===== src/rtl/dmem_arbiter.sv =====
// dmem_arbiter: two-requester round-robin arbiter in front of a single-port
// data memory. Each transaction walks IDLE -> ACCESS -> RESP, three cycles
// total. Grants are combinational in IDLE; the memory strobe fires for one
// cycle in ACCESS. The response pulse goes to the winner in RESP.
module dmem_arbiter #(
  parameter int unsigned ADDR_BYTES = 4096
) (
  input  logic        clk,
  input  logic        rst,
  // requester 0 (CPU load/store)
  input  logic        m0_req,
  input  logic        m0_we,
  input  logic [31:0] m0_addr,
  input  logic [31:0] m0_wdata,
  output logic        m0_gnt,
  output logic        m0_rvalid,
  output logic [31:0] m0_rdata,
  output logic        m0_err,
  // requester 1 (debug/loader)
  input  logic        m1_req,
  input  logic        m1_we,
  input  logic [31:0] m1_addr,
  input  logic [31:0] m1_wdata,
  output logic        m1_gnt,
  output logic        m1_rvalid,
  output logic [31:0] m1_rdata,
  output logic        m1_err,
  // data memory side
  output logic        mem_read,
  output logic        mem_write,
  output logic [31:0] mem_addr,
  output logic [31:0] mem_wdata,
  input  logic [31:0] mem_rdata
);

  typedef enum logic [1:0] {
    IDLE   = 2'd0,
    ACCESS = 2'd1,
    RESP   = 2'd2
  } state_t;

  // Highest word-aligned address that still fits entirely in the memory.
  localparam logic [31:0] LAST_WORD = 32'(ADDR_BYTES - 4);

  state_t      state_q;
  logic        last_q;      // id of the requester served most recently
  logic        win_q;       // id of the requester owning the current transaction
  logic        we_q;
  logic [31:0] addr_q;
  logic [31:0] wdata_q;
  logic        err_q;
  logic [31:0] rdata_q;
  logic [31:0] mem_addr_q;
  logic [31:0] mem_wdata_q;

  logic        any_req;
  logic        win_d;
  logic        sel_we;
  logic [31:0] sel_addr;
  logic [31:0] sel_wdata;
  logic        sel_err;
  logic        grant_en;
  logic        rvalid_en;

  // Round-robin pick of the winner and a mux of its request fields.
  always_comb begin
    // NOTE: every signal gets a default first so no path leaves it unassigned,
    // which would otherwise infer a latch.
    any_req   = m0_req | m1_req;
    win_d     = 1'b0;
    if (m0_req && m1_req) begin
      win_d = ~last_q;
    end else if (m1_req) begin
      win_d = 1'b1;
    end
    sel_we    = win_d ? m1_we    : m0_we;
    sel_addr  = win_d ? m1_addr  : m0_addr;
    sel_wdata = win_d ? m1_wdata : m0_wdata;
    sel_err   = (sel_addr[1:0] != 2'b00) || (sel_addr > LAST_WORD);
  end

  // Strobes and pulses are gated by rst so an in-flight access is dropped
  // on the very edge reset is seen; a pending store never reaches memory.
  assign grant_en  = (state_q == IDLE) && !rst && any_req;
  assign rvalid_en = (state_q == RESP) && !rst;

  assign m0_gnt    = grant_en && !win_d;
  assign m1_gnt    = grant_en &&  win_d;

  assign m0_rvalid = rvalid_en && !win_q;
  assign m1_rvalid = rvalid_en &&  win_q;
  assign m0_rdata  = m0_rvalid ? rdata_q : 32'h0;
  assign m1_rdata  = m1_rvalid ? rdata_q : 32'h0;
  assign m0_err    = m0_rvalid && err_q;
  assign m1_err    = m1_rvalid && err_q;

  assign mem_read  = (state_q == ACCESS) && !rst && !err_q && !we_q;
  assign mem_write = (state_q == ACCESS) && !rst && !err_q &&  we_q;
  assign mem_addr  = mem_addr_q;
  assign mem_wdata = mem_wdata_q;

  // Transaction FSM: latch the winner, capture load data, then respond.
  always_ff @(posedge clk) begin
    // NOTE: sequential state uses non-blocking assignments so every register
    // samples the pre-edge values regardless of statement order.
    if (rst) begin
      state_q     <= IDLE;
      last_q      <= 1'b1;
      win_q       <= 1'b0;
      we_q        <= 1'b0;
      addr_q      <= 32'h0;
      wdata_q     <= 32'h0;
      err_q       <= 1'b0;
      rdata_q     <= 32'h0;
      mem_addr_q  <= 32'h0;
      mem_wdata_q <= 32'h0;
    end else begin
      case (state_q)
        IDLE: begin
          if (any_req) begin
            win_q       <= win_d;
            we_q        <= sel_we;
            addr_q      <= sel_addr;
            wdata_q     <= sel_wdata;
            err_q       <= sel_err;
            mem_addr_q  <= sel_addr;
            mem_wdata_q <= sel_wdata;
            state_q     <= ACCESS;
          end
        end
        ACCESS: begin
          rdata_q <= (!we_q && !err_q) ? mem_rdata : 32'h0;
          state_q <= RESP;
        end
        RESP: begin
          last_q  <= win_q;
          state_q <= IDLE;
        end
        default: state_q <= IDLE;
      endcase
    end
  end

endmodule


===== config.mk =====
export PLATFORM = sky130hd
export DESIGN_NAME = dmem_arbiter
export DESIGN_NICKNAME = d
export VERILOG_FILES = /design/src/rtl/dmem_arbiter.sv
export SDC_FILE = /design/constraint.sdc
export NUM_CORES = 1
export LEC_CHECK = 0
export BUFFER_PORTS_ARGS = -buffer_cell sky130_fd_sc_hd__clkbuf_2
export CORE_AREA = 5 5 115 117
export CTS_BUF_LIST = sky130_fd_sc_hd__clkbuf_8 sky130_fd_sc_hd__clkbuf_16
export CTS_CLUSTER_DIAMETER = 40
export DETAILED_ROUTE_END_ITERATION = 8
export DIE_AREA = 0 0 120 122
export GPL_TIMING_DRIVEN = 0
export MAX_ROUTING_LAYER = met4
export PLACE_DENSITY = 0.87
export SETUP_SLACK_MARGIN = 0.4
export SLEW_MARGIN = 10
export SYNTH_ARGS = -nofsm -noshare
export SYNTH_HDL_FRONTEND = slang
export SYNTH_SLANG_ARGS = --single-unit
export TNS_END_PERCENT = 5

===== constraint.sdc =====
create_clock -name clk -period 2 [get_ports clk]
set_clock_uncertainty 0.15 [all_clocks]
set_input_delay 0.2 -clock clk [delete_from_list [all_inputs] [get_ports clk]]
set_output_delay 0.2 -clock clk [all_outputs]
set_load 0.02 [all_outputs]

==> results.toml, run 1 <==
[routing]
ant_nets = 0
drc_errors = 0
detail_route.iter0.violations = 413
wl_um = 20100
avgRoutedWirePerCell_um = 19.7
vias_per_cell = 5.35
vias = 5462
drt-pass1-iter-count = 5

[clock_tree]
cts_max_path_buffers = 2
ctsHtreeMaxLevel = 3
cts_tree = "yes"
clock-sinks = 102
cts_made_buffers = 9
root_buffer = "clkbuf_16"
clkLatencyLatePin_ps = 340
clk_pin_slew_ps = 70

[floorplan]
core_um2 = 12300
row_count = 41
die_y_um = 122
fp.dieW_um = 120
dieArea_um2 = 14600
initial_core_util_pct = 38.6
pin_count = 302

[critical_path]
end_kind = "output pin"
crit_family = "simple AND/OR/NAND/NOR gates"
critPathKind = "reg -> out"
r2r.worst_path.cells = 7
cp-start-kind = "flip-flop"
critPathBufInv = 3
r2r-start = "state_q[1]"
crit_chain = "nand2b_4 -> nor3b_4 -> buf_6 -> buf_8 -> and2_1 -> buf_6"
slowest_stage = "dfxtp_2"
reg2reg_slack_ps = 160
cpPeakStageDelay_ps = 330
crit_top_cell = "buf_6"
critPathRequiredTime_ps = 1650
worst_ep_arrival_time_ps = 1660
reg2reg_to = "mem_addr[11]"
path_max_fanout = 10

[synthesis]
synth-adder-area-share_pct = 0
synth_top_family_by_area = "simple AND/OR/NAND/NOR gates"
synthCells = 516
ys_seq_elements = 102
synth_flop_cell = "dfxtp_1"
synthXorXnorAreaFrac_pct = 0
syn-num-nets = 682
synth_top_area_share_pct = 43.1
synthSimpleGateAreaFrac_pct = 20.8
synth_top_area_cell = "dfxtp_1"
ys_seq_area_share_pct = 43.1
yosys_warnings = 0
synth_area_um2 = 4740
synth_area_leaders = "dfxtp_1, mux2i_1, a211oi_1"
synthMuxAreaShare_pct = 13.7
synth.most_common_cell = "nor2_1"
ys_types = 28
async_flop_share_pct = 0
synth_edf_count = 0
synth_compound_area_share_pct = 16.4
synth_top_cells_by_count = "nor2_1, dfxtp_1, and2_1"
postSynthAreaPerCell_um2 = 9.18

[grt]
overflow = 0
track_usage_pct = 24.6
grt_antenna_before_repair = 0
grt_max_degree = 17
grt_pass1_wl_um = 27600
grt_pass1_vias = 5395

[sta]
period_minus_slack_ps = 2010
slew_violations = 0
timing.setup.tns_ps = -8.77
rsz0062_at_grt = "yes"
fin_crit_sh_pct = 100
hold_viol_final = 0
slew_headroom_pct = 58.2
max_freq_mhz = 498
final.setup.worst_slack_ps = -7.10
final-setup-viol-count = 2
fin_hold_ws_ps = 28.2
tightest_slew_ps = 627

[final_layout]
synthToLayoutAreaGrowth_pct = 67.8
fill_cells = 953
diodes = 0
design_area_um2 = 7950
finalNetCount = 1032
drive_above_1_share_pct = 47.0

[worst_hold_path]
min_from = "m0_wdata[30]"
worstHoldPathCells = 3
holdCritPathClass = "in -> reg"
whs_endpoint = "mem_wdata[30]"

[pwr]
internal_power_w = 0.00423
p_sw_w = 0.00171
combPwrFrac_pct = 23.3
power_density_nw_per_um2 = 748
ir_drop_uv = 429
pwr-share-seq_pct = 39.6
p_leak_nw = 3.71
clock_power_share_pct = 37.1
switching_share_pct = 28.8

[run_status]
violations = "setup timing"
outcome = "complete, but fails checks"

[run]
maxCapViolations = 0

[place]
place_ws_ps = -57.0
dp_hpwl_um = 13500
gp_routability_congestion = 0.876
numPortBuffers = 300
placed_area_um2 = 6440
cell families after synthesis:
group,after synthesis
simple gates,197
compound gates,104
flops,102
mux,65
buf+inv,48
worst max-delay path by stage:
stage                from      endpoint  slack, ps  cells past startpoint
6_report       state_q[0]  m1_rdata[13]         -7                      6
5_1_grt        state_q[0]  m1_rdata[13]        -60                      6
4_1_cts        state_q[0]  m1_rdata[26]         20                      6
3_5_place_dp   state_q[0]  m1_rdata[11]        -60                      5
3_3_place_gp   state_q[0]  m1_rdata[11]       -100                      5
2_1_floorplan  state_q[0]  m1_rdata[22]        370                      4
worst min-delay path, delay by kind of cell:
family / cells / cell delay [ps]
AO/OA/AOI/OAI: 1 / 80
buffers and inverters: 1 / 80
multiplexers: 1 / 110
cells in the final DEF, fill, tap and decap left out, types with 10 or more instances in the layout:
master / instances
and2_1: 32
dfxtp_1: 99
dlygate4sd3_1: 32
nor2_1: 103
and2_4: 35
buf_6: 77
clkbuf_1: 11
mux2i_1: 65
a211oi_1: 65
buf_4: 10
clkbuf_2: 230
a22oi_1: 29
final cells by class:
cell class	instances	area [um2]	share of cell area (%)
buffer	48	410	5.16
clock buffer	11	253	3.18
clock inverter	5	129	1.62
multi-input combinational	366	2580	32.5
sequential	102	2050	25.7
tap	150	188	2.36
timing repair buffer	339	2340	29.5
power by group through the flow:
stage                     sequential, W  clock (W)  combinational [W]
final                           0.00236    0.00220            0.00138
after global routing            0.00237    0.00233            0.00149
after CTS                       0.00234    0.00222            0.00132
after detailed placement        0.00238          0            0.00125
after global placement          0.00238          0            0.00122
after floorplan                 0.00255          0           0.000558
timing repair:
| item | 4_1_cts | 5_1_grt |
|---|---|---|
| hold buffers | 32 | 0 |
| endpoints found under the hold margin | 32 | 0 |
| resized for setup | 47 | 262 |
| setup endpoints to repair | 142 | 169 |
| gates cloned | 0 | 1 |
| setup buffers | 4 | 2 |
| pin swaps | 2 | 29 |
sequential cells by signal, summed over array words and instances (netlist names):
register	cells
mem_wdata	32
win_q	1
err_q	1
mem_addr	32
last_q	1
state_q	2
we_q	1
rdata_q	32
layer usage:
| layer | vias up | GRT usage [%] | wire length (um) |
|---|---|---|---|
| met1 | 2572 | 27.0 | 7630 |
| met5 | - | - | 0 |
| met3 | 54 | 4.83 | 1460 |
| met4 | 0 | 11.7 | 721 |
| li1 | 2531 | - | - |
| met2 | 305 | 42.9 | 10300 |
through the flow:
stage	util (%)	power, W	instances
2_1_floorplan	-	0.00311	516
3_3_place_gp	52.5	0.00360	966
5_1_grt	64.8	0.00619	1021
3_5_place_dp	52.5	0.00363	966
6_report	64.8	0.00594	1021
4_1_cts	59.9	0.00588	1018
(Power assumes the default switching activity.)
==> inputs of run 2 (changes only) <==
Settings changed: HOLD_SLACK_MARGIN set to 0.15.
==> run 2 against run 1 <==
The flow still finishes with violations (setup timing). Register-to-register slack got worse by 50 ps. Non-clock buffer count up 125. Cell area increased by 16%. Critical path depth unchanged. Sequential power about the same. Routed wire length is 26% higher. Via count grew 19%. Clock power is essentially flat. Maximum frequency shrank 0.34%. Count of clock-buffer cells in the layout did not move. Die area stayed put. Largest power group unchanged. Highest routed layer unchanged.
==> results.toml, run 2 (synthesis gave the netlist of run 1 again) <==
[sta]
max_freq_mhz = 497
hold_viol_final = 0
tightest_slew_ps = 620
final.setup.worst_slack_ps = -14.0
fin_crit_sh_pct = 101
timing.setup.tns_ps = -14.0
slew_violations = 0
final-setup-viol-count = 1
rsz0062_at_grt = "yes"
period_minus_slack_ps = 2010
slew_headroom_pct = 58.7

[floorplan]
row_count = 41
pin_count = 302
core_um2 = 12300
die_y_um = 122
fp.dieW_um = 120
initial_core_util_pct = 38.6
dieArea_um2 = 14600

[grt]
grt_pass1_vias = 6586
track_usage_pct = 31.4
grt_antenna_before_repair = 5
overflow = 0
grt_pass1_wl_um = 34900
grt_max_degree = 17

[routing]
detail_route.iter0.violations = 638
avgRoutedWirePerCell_um = 22.0
drc_errors = 0
drt-pass1-iter-count = 5
vias = 6507
ant_nets = 0
wl_um = 25400
vias_per_cell = 5.65

[clock_tree]
cts_tree = "yes"
root_buffer = "clkbuf_16"
ctsHtreeMaxLevel = 3
cts_made_buffers = 9
clock-sinks = 102
cts_max_path_buffers = 2
clkLatencyLatePin_ps = 340
clk_pin_slew_ps = 70
cts_hold_buf = 156

[critical_path]
r2r.worst_path.cells = 7
critPathKind = "reg -> out"
worst_ep_arrival_time_ps = 1660
critPathRequiredTime_ps = 1650
end_kind = "output pin"
cp-start-kind = "flip-flop"
crit_chain = "nand2b_4 -> nor3b_4 -> buf_6 -> buf_8 -> and2_1 -> clkbuf_8"
slowest_stage = "dfxtp_2"
cpPeakStageDelay_ps = 330
reg2reg_slack_ps = 110
path_max_fanout = 10

[place]
place_ws_ps = -57.0
gp_routability_congestion = 0.876
dp_hpwl_um = 13500
numPortBuffers = 300

[pwr]
ir_drop_uv = 450
p_sw_w = 0.00185
combPwrFrac_pct = 26.4
p_leak_nw = 4.24
pwr-share-seq_pct = 37.9
switching_share_pct = 29.7
clock_power_share_pct = 35.7
internal_power_w = 0.00439
power_density_nw_per_um2 = 679

[final_layout]
most-common-layout-cells = "clkbuf_2, dlygate4sd3_1, nor2_1"
drive_above_1_share_pct = 41.4
finalNetCount = 1157
layout_commonest_cell = "clkbuf_2"
synthToLayoutAreaGrowth_pct = 94.1

[run]
maxCapViolations = 0

[run_status]
outcome = "complete, but fails checks"
violations = "setup timing"

[worst_hold_path]
worstHoldPathCells = 3
holdCritPathClass = "in -> reg"
run 2: cell count changes in the layout (fill, tap and decap cells not counted), sizes merged:
cell / previous run / this run
diode: 0 / 5
clkbuf: 262 / 261
dlygate4sd3: 32 / 156
buf: 104 / 106
run 2: path summary, 6_finish.rpt:
| check | startpoint | end |
|---|---|---|
| worst min register to register | mem_addr[1] | mem_addr[1] |
| worst max register to register | state_q[1] | mem_addr[19] |
| worst min-delay path | m1_req | state_q[0] |
| worst max-delay path | state_q[0] | m1_rdata[9] |
run 2: layout make-up:
cell class,instances,area (um2)
Clock inverter,5,129
Antenna cell,5,12.5
Clock buffer,11,253
Tap cell,150,188
Fill cell,734,3070
Sequential cell,102,2050
Multi-Input combinational cell,366,2570
Buffer,48,407
Timing Repair Buffer,464,3590
run 2: timing repair:
item / in CTS / in global routing
pin swaps: 2 / 13
setup buffers: 4 / 3
gates cloned: 0 / 1
gates resized for setup: 47 / 265
endpoints found under the hold margin: 96 / 2
endpoints found under the setup margin: 142 / 169
run 2: worst max-delay path: cells and delay by family (launching register included):
| family | cells | cell delay, ps |
|---|---|---|
| flip-flops | 1 | 330 |
| AND/OR/NAND/NOR | 3 | 530 |
| buffers and inverters | 3 | 460 |
run 2: power by group through the flow:
stage	sequential (W)	clock, W	combinational [W]
floorplan	0.00255	0	0.000558
global placement	0.00238	0	0.00122
detailed placement	0.00238	0	0.00125
CTS	0.00234	0.00222	0.00150
global route	0.00238	0.00233	0.00174
finish	0.00237	0.00223	0.00165
run 2: per-stage QoR:
step / hold slack (ps) / utilization [%] / cell area (um2) / instances / power (W)
floorplan: 198 / - / 4750 / 516 / 0.00311
global placement: 284 / 52.5 / 6440 / 966 / 0.00360
detailed placement: 297 / 52.5 / 6440 / 966 / 0.00363
CTS: 168 / 70.0 / 8580 / 1142 / 0.00607
global route: 158 / 75.0 / 9190 / 1151 / 0.00644
finish: 120 / 75.0 / 9190 / 1151 / 0.00624
run 2: routing by layer:
metal | wire length [um] | share of wire, % | track usage [%] | up-vias
met4 | 1650 | 6.5 | 22.0 | 0
li1 | - | - | - | 2789
met2 | 12600 | 50 | 54.6 | 559
met3 | 2360 | 9.3 | 6.41 | 152
met5 | 0 | 0 | - | -
met1 | 8720 | 34 | 31.8 | 3007
==> inputs of run 3 (changes only) <==
Settings changed: CTS_CLUSTER_SIZE set to 40, PLACE_DENSITY 0.87 to 0.75.
==> run 3 against run 2 <==
The run now ends clean. Cell count down 0.61%. Clock power down 11%. Highest routed layer unchanged. First-iteration DRC count shrank 38%. Non-clock buffer count shrank 2. Flip-flop and latch count did not move.
==> results.toml, run 3 (synthesis gave the netlist of run 1 again) <==
[grt]
grt_pass1_wl_um = 32500
grt_antenna_before_repair = 1
grt_pass1_vias = 6330
overflow = 0
track_usage_pct = 28.7
grt_max_degree = 16

[routing]
wl_um = 23200
drc_errors = 0
avgRoutedWirePerCell_um = 20.3
detail_route.iter0.violations = 396
drt-pass1-iter-count = 7
ant_nets = 0
vias_per_cell = 5.46
vias = 6251

[final_layout]
drive_above_1_share_pct = 40.3
finalNetCount = 1155
synthToLayoutAreaGrowth_pct = 91.4
design_area_um2 = 9060
most-common-layout-cells = "clkbuf_2, dlygate4sd3_1, nor2_1"
layout_commonest_cell = "clkbuf_2"

[critical_path]
reg2reg_slack_ps = 190
critPathKind = "reg -> out"
worst_ep_arrival_time_ps = 1620
critPathRequiredTime_ps = 1650
cpPeakStageDelay_ps = 330
end_kind = "output pin"
slowest_stage = "dfxtp_2"
r2r-start = "state_q[1]"
reg2reg_to = "mem_addr[11]"
path_max_fanout = 6
crit_family = "buffers and inverters"
r2r.worst_path.cells = 7
critPathBufInv = 3
cp-start-kind = "flip-flop"
crit_chain = "nand2b_4 -> nor3_4 -> buf_6 -> clkbuf_4 -> and2_1 -> buf_4"

[run_status]
outcome = "finished clean"

[sta]
timing.setup.tns_ps = 0
hold_viol_final = 0
fin_crit_sh_pct = 98.3
slew_headroom_pct = 58.1
final-setup-viol-count = 0
fin_hold_ws_ps = 80.0
max_freq_mhz = 509
rsz0062_at_grt = "yes"
period_minus_slack_ps = 1970
slew_violations = 0
tightest_slew_ps = 628

[pwr]
power_w = 0.00596
ir_drop_uv = 468
power_density_nw_per_um2 = 657
p_leak_nw = 4.20

[worst_hold_path]
holdCritPathClass = "in -> reg"
worstHoldPathCells = 3
whs_endpoint = "state_q[0]"
min_from = "m1_req"

[floorplan]
initial_core_util_pct = 38.6
core_um2 = 12300
row_count = 41
pin_count = 302
dieArea_um2 = 14600
die_y_um = 122
fp.dieW_um = 120

[clock_tree]
ctsHtreeMaxLevel = 3
clkLatencyLatePin_ps = 330
root_buffer = "clkbuf_16"
clk_pin_slew_ps = 60
cts_max_path_buffers = 2
clock-sinks = 102
cts_made_buffers = 9
cts_tree = "yes"

[place]
dp_hpwl_um = 13000
numPortBuffers = 300
gp_routability_congestion = 0.892
placed_area_um2 = 6440

[run]
maxCapViolations = 0
## run 3: power by group
| group | internal, W | switching (W) | total [W] |
|---|---|---|---|
| registers | 0.00222 | 0.000134 | 0.00236 |
| clock network | 0.00124 | 0.000741 | 0.00199 |
| logic | 0.000737 | 0.000880 | 0.00162 |
## run 3: layer usage
layer / track usage, % / part of all wire, % / vias up / wire length (um)
li1: - / - / 2776 / -
met1: 30.5 / 35 / 2911 / 8170
met2: 50.3 / 51 / 467 / 11900
met3: 6.69 / 9.0 / 97 / 2090
met4: 14.2 / 4.6 / 0 / 1060
met5: - / 0 / - / 0
## run 3: layout make-up
type	count	area (um2)
Buffer	48	400
Clock inverter	5	98.8
Timing Repair Buffer	462	3540
Multi-Input combinational cell	366	2550
Antenna cell	1	2.50
Clock buffer	10	239
Fill cell	787	3200
Sequential cell	102	2050
Tap cell	150	188
## run 3: worst max path at each step
stage / cells after the start / to / slack, ps / start
floorplan: 4 / m1_rdata[22] / 370 / state_q[0]
global placement: 5 / m1_rdata[17] / -3 / state_q[0]
detailed placement: 5 / m1_rdata[17] / 3 / state_q[0]
CTS: 6 / m1_rdata[10] / 30 / state_q[0]
global route: 6 / m1_rdata[4] / -40 / state_q[0]
finish: 6 / m0_rdata[11] / 30 / state_q[0]
## run 3: tightest hold or removal path, delay by kind of cell
family	cells	cell delay (ps)
AND/OR/NAND/NOR	1	110
buffers and inverters	1	110
AO/OA/AOI/OAI	1	100
## run 3: per-stage QoR
stage	setup slack (ps)	std cells	util [%]
final	34.3	1144	73.9
after CTS	32.7	1139	69.8
after detailed placement	2.85	966	52.5
after global placement	-2.65	966	52.5
after global routing	-44.4	1144	73.9
after floorplan	373	516	-
## run 3: what timing repair did
action | 4_1_cts | 5_1_grt
pin swaps | 3 | 8
hold endpoints to repair | 93 | 3
hold buffers | 153 | 2
cloned | 2 | 1
setup endpoints to repair | 111 | 164
setup buffers | 3 | 1
resized for setup | 62 | 217
